--- src/rtl/controller_pkg.sv ---
// Shared constants and read-handshake state encodings for the command
// interpreter front end.
package controller_pkg;

  localparam int BYTES_PER_WORD          = 4;
  localparam int DEF_BYTE_TIMEOUT_CYCLES = 360;

  typedef enum logic [1:0] {
    RD_IDLE    = 2'd0,
    RD_PENDING = 2'd1,
    RD_RESPOND = 2'd2
  } rd_state_e;

endpackage

--- src/rtl/word_fifo.sv ---
// Synchronous word FIFO with occupancy count; pushes become visible to the
// read side one edge later (no write-to-read bypass).
module word_fifo #(
  parameter int WIDTH = 32,
  parameter int DEPTH = 4
) (
  input  logic                     clk,
  input  logic                     rst_n,
  input  logic                     push,
  input  logic                     pop,
  input  logic [WIDTH-1:0]         wdata,
  output logic [WIDTH-1:0]         rdata,
  output logic                     full,
  output logic                     empty,
  output logic [$clog2(DEPTH):0]   count
);

  localparam int PW = $clog2(DEPTH);
  localparam int CW = PW + 1;

  logic [WIDTH-1:0] mem_q [DEPTH];
  logic [PW-1:0]    wr_ptr_q, wr_ptr_d;
  logic [PW-1:0]    rd_ptr_q, rd_ptr_d;
  logic [CW-1:0]    count_q, count_d;
  logic             push_ok, pop_ok;

  assign empty   = (count_q == CW'(0));
  assign full    = (count_q == CW'(DEPTH));
  assign count   = count_q;
  assign rdata   = mem_q[rd_ptr_q];
  assign pop_ok  = pop && !empty;
  // A pop frees the slot the push lands in, so full+pop still accepts the push.
  assign push_ok = push && (!full || pop_ok);

  always_comb begin
    wr_ptr_d = wr_ptr_q;
    rd_ptr_d = rd_ptr_q;
    count_d  = count_q;
    if (push_ok) wr_ptr_d = wr_ptr_q + PW'(1);
    if (pop_ok)  rd_ptr_d = rd_ptr_q + PW'(1);
    case ({push_ok, pop_ok})
      2'b10:   count_d = count_q + CW'(1);
      2'b01:   count_d = count_q - CW'(1);
      default: count_d = count_q;
    endcase
  end

  always_ff @(posedge clk or negedge rst_n) begin
    if (!rst_n) begin
      wr_ptr_q <= '0;
      rd_ptr_q <= '0;
      count_q  <= '0;
    end else begin
      wr_ptr_q <= wr_ptr_d;
      rd_ptr_q <= rd_ptr_d;
      count_q  <= count_d;
    end
  end

  always_ff @(posedge clk) begin
    if (push_ok) mem_q[wr_ptr_q] <= wdata;
  end

endmodule

--- src/rtl/uart_word_receiver.sv ---
// Packs UART RX bytes big-endian into 32-bit command words, buffers them and
// serves them over the read/response handshake. Optional partial-word
// timeout is built when UART_WORD_TIMEOUT_EN is defined.
module uart_word_receiver
  import controller_pkg::*;
#(
  parameter int FIFO_DEPTH          = 4,
  parameter int BYTE_TIMEOUT_CYCLES = DEF_BYTE_TIMEOUT_CYCLES
) (
  input  logic                          clk,
  input  logic                          reset,
  input  logic                          rx_byte_valid,
  input  logic [7:0]                    rx_byte,
  input  logic                          uart_read,
  output logic                          uart_response,
  output logic [31:0]                   uart_read_data,
  output logic                          uart_rx_empty,
  output logic [$clog2(FIFO_DEPTH):0]   word_count,
  output logic                          word_dropped,
  output logic                          frame_timeout
);

  localparam logic [1:0] LAST_IDX = 2'(BYTES_PER_WORD - 1);
  localparam int         PART_W   = (BYTES_PER_WORD - 1) * 8;

  logic [1:0]        idx_q, idx_d;
  logic [PART_W-1:0] part_q, part_d;
  logic              dropped_q, dropped_d;
  logic              byte_last, expire;
  logic              fifo_push, fifo_pop, fifo_full, fifo_empty;
  logic [31:0]       fifo_rdata;
  rd_state_e         rd_state_q;
  logic              response_q;
  logic [31:0]       read_data_q;

  assign byte_last = rx_byte_valid && (idx_q == LAST_IDX);
  assign fifo_pop  = (rd_state_q == RD_RESPOND);
  assign fifo_push = byte_last && (!fifo_full || fifo_pop);

  always_comb begin
    idx_d     = idx_q;
    part_d    = part_q;
    dropped_d = byte_last && fifo_full && !fifo_pop;
    if (rx_byte_valid) begin
      idx_d  = idx_q + 2'd1;
      part_d = {part_q[PART_W-9:0], rx_byte};
    end else if (expire) begin
      idx_d = 2'd0;
    end
  end

  always_ff @(posedge clk or negedge reset) begin
    if (!reset) begin
      idx_q     <= 2'd0;
      dropped_q <= 1'b0;
    end else begin
      idx_q     <= idx_d;
      dropped_q <= dropped_d;
    end
  end

  always_ff @(posedge clk) begin
    part_q <= part_d;
  end

`ifdef UART_WORD_TIMEOUT_EN
  localparam int TW = $clog2(BYTE_TIMEOUT_CYCLES + 1);

  logic [TW-1:0] idle_q, idle_d;
  logic          timeout_q;

  // A byte on the expiry cycle takes priority over the timeout.
  assign expire = (idx_q != 2'd0) && !rx_byte_valid &&
                  (idle_q == TW'(BYTE_TIMEOUT_CYCLES - 1));

  always_comb begin
    idle_d = idle_q + TW'(1);
    if (rx_byte_valid || (idx_q == 2'd0) || expire) idle_d = '0;
  end

  always_ff @(posedge clk or negedge reset) begin
    if (!reset) begin
      idle_q    <= '0;
      timeout_q <= 1'b0;
    end else begin
      idle_q    <= idle_d;
      timeout_q <= expire;
    end
  end

  assign frame_timeout = timeout_q;
`else
  assign expire        = 1'b0;
  assign frame_timeout = 1'b0;
`endif

  word_fifo #(
    .WIDTH (32),
    .DEPTH (FIFO_DEPTH)
  ) u_fifo (
    .clk   (clk),
    .rst_n (reset),
    .push  (fifo_push),
    .pop   (fifo_pop),
    .wdata ({part_q, rx_byte}),
    .rdata (fifo_rdata),
    .full  (fifo_full),
    .empty (fifo_empty),
    .count (word_count)
  );

  // Head word is captured on entry to RESPOND; the pop happens at the end of RESPOND.
  always_ff @(posedge clk or negedge reset) begin
    if (!reset) begin
      rd_state_q  <= RD_IDLE;
      response_q  <= 1'b0;
      read_data_q <= 32'd0;
    end else begin
      response_q <= 1'b0;
      case (rd_state_q)
        RD_IDLE: begin
          if (uart_read) begin
            if (!fifo_empty) begin
              rd_state_q  <= RD_RESPOND;
              response_q  <= 1'b1;
              read_data_q <= fifo_rdata;
            end else begin
              rd_state_q <= RD_PENDING;
            end
          end
        end
        RD_PENDING: begin
          if (!fifo_empty) begin
            rd_state_q  <= RD_RESPOND;
            response_q  <= 1'b1;
            read_data_q <= fifo_rdata;
          end
        end
        RD_RESPOND: rd_state_q <= RD_IDLE;
        default:    rd_state_q <= RD_IDLE;
      endcase
    end
  end

  assign uart_response  = response_q;
  assign uart_read_data = read_data_q;
  assign uart_rx_empty  = fifo_empty;
  assign word_dropped   = dropped_q;

endmodule

--- config.mk ---
export PLATFORM = sky130hd
export DESIGN_NAME = uart_word_receiver
export DESIGN_NICKNAME = d
export VERILOG_FILES = /design/src/rtl/controller_pkg.sv /design/src/rtl/word_fifo.sv /design/src/rtl/uart_word_receiver.sv
export SDC_FILE = /design/constraint.sdc
export NUM_CORES = 1
export LEC_CHECK = 0
export CORE_MARGIN = 4
export CORE_UTILIZATION = 55
export CTS_BUF_LIST = sky130_fd_sc_hd__clkbuf_2 sky130_fd_sc_hd__clkbuf_4 sky130_fd_sc_hd__clkbuf_8
export DETAILED_ROUTE_END_ITERATION = 12
export GPL_ROUTABILITY_DRIVEN = 0
export PLACE_DENSITY_LB_ADDON = 0.05
export SETUP_SLACK_MARGIN = 0.05
export SLEW_MARGIN = 0
export SYNTH_ARGS = -nofsm -noshare
export SYNTH_HDL_FRONTEND = slang
export SYNTH_SLANG_ARGS = --single-unit
--- constraint.sdc ---
create_clock -name clk -period 2.2 [get_ports clk]
set_input_delay 0.22 -clock clk [delete_from_list [all_inputs] [get_ports clk]]
set_output_delay 0.22 -clock clk [all_outputs]
set_load 0.05 [all_outputs]
==> qor.txt <==
initial DRC count - 197
Synth warnings - 0
setup TNS - 0 ps
Seq/Total Area, Yosys - 77.5%
later-pin clock latency in the skew report - 450 ps
# setup viols final - 0
Max rail drop VDD - 1.22 mV
area leader, netlist - edfxtp_1
Buf/Inv on CP - 1
Reg2Reg Depth - 10
Worst setup EP type - primary output
Post-Route WL - 11300 um
largest net degree at the start of global routing - 27
Slew @ Worst Pin - 639 ps
Port Buffers - 49
Routed Antenna Nets - 0
final non-filler cell area - 8640 um2
Die X - 124 um
outcome - finished clean
synthesized area - 7340 um2
vias in the first global route - 3344
post-CTS setup repair buffer count - 0
Final Core Density - 67.4%
CP Depth - 1
drt first pass iters - 4
Static Leakage - 0.00309 uW
first-pass GRT wire length - 18200 um
count of state elements after synthesis - 197
Worst-path clk slew - 90 ps
CP delay by family, top - buffers and inverters
initial antenna violation count - 0
post-layout net count - 409
crit path max-delay cell type - clkdlybuf4s50_1
main area contributors after synthesis - edfxtp_1 (62%), dfrtp_1 (15%), mux4_2 (8.6%)
Final Hold Fails - 0
critical path type - reg -> out
Synth Area per Inst - 23.3 um2
initial core utilization - 57.3%
Area Growth Syn to Fin - 17.6%
EDFF count, synth - 152
CTS tree - done
H-tree levels - 4
die height - 124 um
post-synth net total - 334
share of layout cells above drive strength 1 - 31.3%
Post-DP HPWL - 6920 um
die area - 15300 um2
via count - 3113
Critical Path AT - 1750 ps
# rows - 41
fillers - 864
fraction of registers with async set/reset - 22.8%
vias per inst - 5.41
CTS root buffer - clkbuf_8
count leader, synth - edfxtp_1
clk_skew - 8.93 ps
f_max - 507 MHz
pwr/cell area - 1420 nW/um2
ys flop type - edfxtp_1
CP Max Fanout - 6
Slew Limit Fails - 0
CP Launch Type - flop
fin cells - 575
fin crit share - 89.6%
worst hold path type - in -> async
Slew Limit Headroom - 57.4%
fin crit period - 1970 ps
dpl cell area - 8180 um2
max incr delay on CP - 840 ps
CP cell instances - clkdlybuf4s50_1
Ports - 51
TritonCTS buffer count - 17
DRC - 0
Overall Global Routing Usage - 16.8%
max_cap viols - 0
CP Data Required Time - 1980 ps
top-area cell type share of the netlist area - 62.1%
total gr overflow - 0
number of diodes - 0
wire per inst - 19.7 um
synth unique cells - 30
RSZ-0062 raised after global routing - false
Clock Sinks - 197
Synth Instances - 315
Core Area - 12800 um2
clk buf depth - 2
Post-synth top cells - edfxtp_1 (152), dfrtp_1 (45), mux2_4 (28), mux4_2 (28)
dpl cells - 542
-- power by group --
| group | internal [uW] | switching, uW |
|---|---|---|
| registers | 4720 | 350 |
| clock network | 1430 | 1130 |
| logic | 2110 | 2490 |
-- registers in the layout (all words and copies together), names as in the netlist --
name and cells:
uart_response 1, rd_state_q 2, uart_read_data 32, word_dropped 1, u_fifo.wr_ptr_q 2, part_q 24
u_fifo.rd_ptr_q 2, idx_q 2, u_fifo.mem_q 128, u_fifo.count 3
-- placed cells by master, fill, tap and decap left out --
| cell | Yosys | final |
|---|---|---|
| nor4_1 | 1 | 1 |
| mux4_2 | 28 | 28 |
| nor2_1 | 5 | 4 |
| inv_1 | 6 | 6 |
| dfrtp_1 | 45 | 41 |
| and2_2 | 0 | 4 |
| buf_4 | 4 | 11 |
| conb_1 | 1 | 1 |
| nor2_4 | 1 | 1 |
| xor2_1 | 5 | 5 |
| clkinvlp_4 | 0 | 1 |
| edfxtp_1 | 152 | 152 |
| mux2_2 | 5 | 5 |
| mux2_4 | 28 | 28 |
| ha_1 | 6 | 5 |
| clkbuf_4 | 0 | 4 |
| buf_2 | 1 | 1 |
| mux2i_1 | 1 | 1 |
| buf_12 | 3 | 8 |
| xnor2_1 | 2 | 2 |
| nor2_2 | 0 | 1 |
| mux4_1 | 4 | 4 |
| bufinv_16 | 0 | 5 |
| mux2_1 | 1 | 1 |
| clkdlybuf4s50_1 | 0 | 47 |
| o21bai_1 | 1 | 1 |
| ha_2 | 0 | 1 |
| a31oi_2 | 1 | 1 |
| nor3_4 | 1 | 1 |
| dfrtp_2 | 0 | 4 |
| nand2b_1 | 1 | 1 |
| nand3_1 | 1 | 1 |
| clkbuf_8 | 0 | 18 |
| nand2_1 | 1 | 1 |
| dlygate4sd3_1 | 0 | 1 |
| clkinv_2 | 0 | 4 |
| fa_1 | 1 | 1 |
| nor3b_1 | 1 | 1 |
-- cell type report --
| type | instances | area [um2] | share of cell area, % |
|---|---|---|---|
| Clock inverter | 10 | 178 | 2.06 |
| Multi-Input combinational cell | 100 | 1520 | 17.6 |
| Inverter | 6 | 22.5 | 0.261 |
| Sequential cell | 197 | 5700 | 65.9 |
| Clock buffer | 22 | 278 | 3.21 |
| Tap cell | 172 | 215 | 2.49 |
| Timing Repair Buffer | 68 | 728 | 8.43 |
-- per-layer routing --
layer | vias up | GRT usage [%] | routed length [um]
met5 | - | 0 | 0
met4 | 0 | 6.44 | 175
met2 | 56 | 26.8 | 5700
met1 | 1642 | 22.1 | 5060
li1 | 1400 | - | -
met3 | 15 | 4.85 | 393
-- per-stage QoR --
stage | hold WS, ps | setup slack [ps] | power, uW
finish | 325 | 229 | 12200
global placement | 265 | 248 | 9770
global route | 355 | 149 | 12800
detailed placement | 274 | 220 | 9850
floorplan | -75.6 | 50.1 | 8510
CTS | 312 | 182 | 12400
-- logic make-up (layout without fill, tap and decap cells) --
group | after synthesis | after routing | share of synthesized area (%)
compound gates | 2 | 2 | 0.273
other cells | 1 | 1 | 0.0511
fa+ha+maj | 7 | 7 | 1.29
xor+xnor | 7 | 7 | 0.835
simple gates | 16 | 16 | 1.36
mux | 67 | 67 | 16.8
buf+inv | 18 | 106 | 1.91
flops | 197 | 197 | 77.5
-- repair_timing --
action | 4_1_cts | 5_1_grt
gates resized for setup | 0 | 0
hold endpoints to repair | 22 | 0
hold buffers | 1 | 0
-- worst paths after layout --
kind / startpoint / end / slack, ps
max reg2reg: idx_q[0] / u_fifo.count[2] / 260
min in group clk: rx_byte_valid / word_dropped / 400
max: u_fifo.count[2] / word_count[2] / 230
min reg2reg: idx_q[0] / idx_q[0] / 500
max in group asynchronous: reset / u_fifo.count[1] / 1310
min: reset / uart_read_data[21] / 330
No activity file was read; power rests on OpenSTA's default activity.
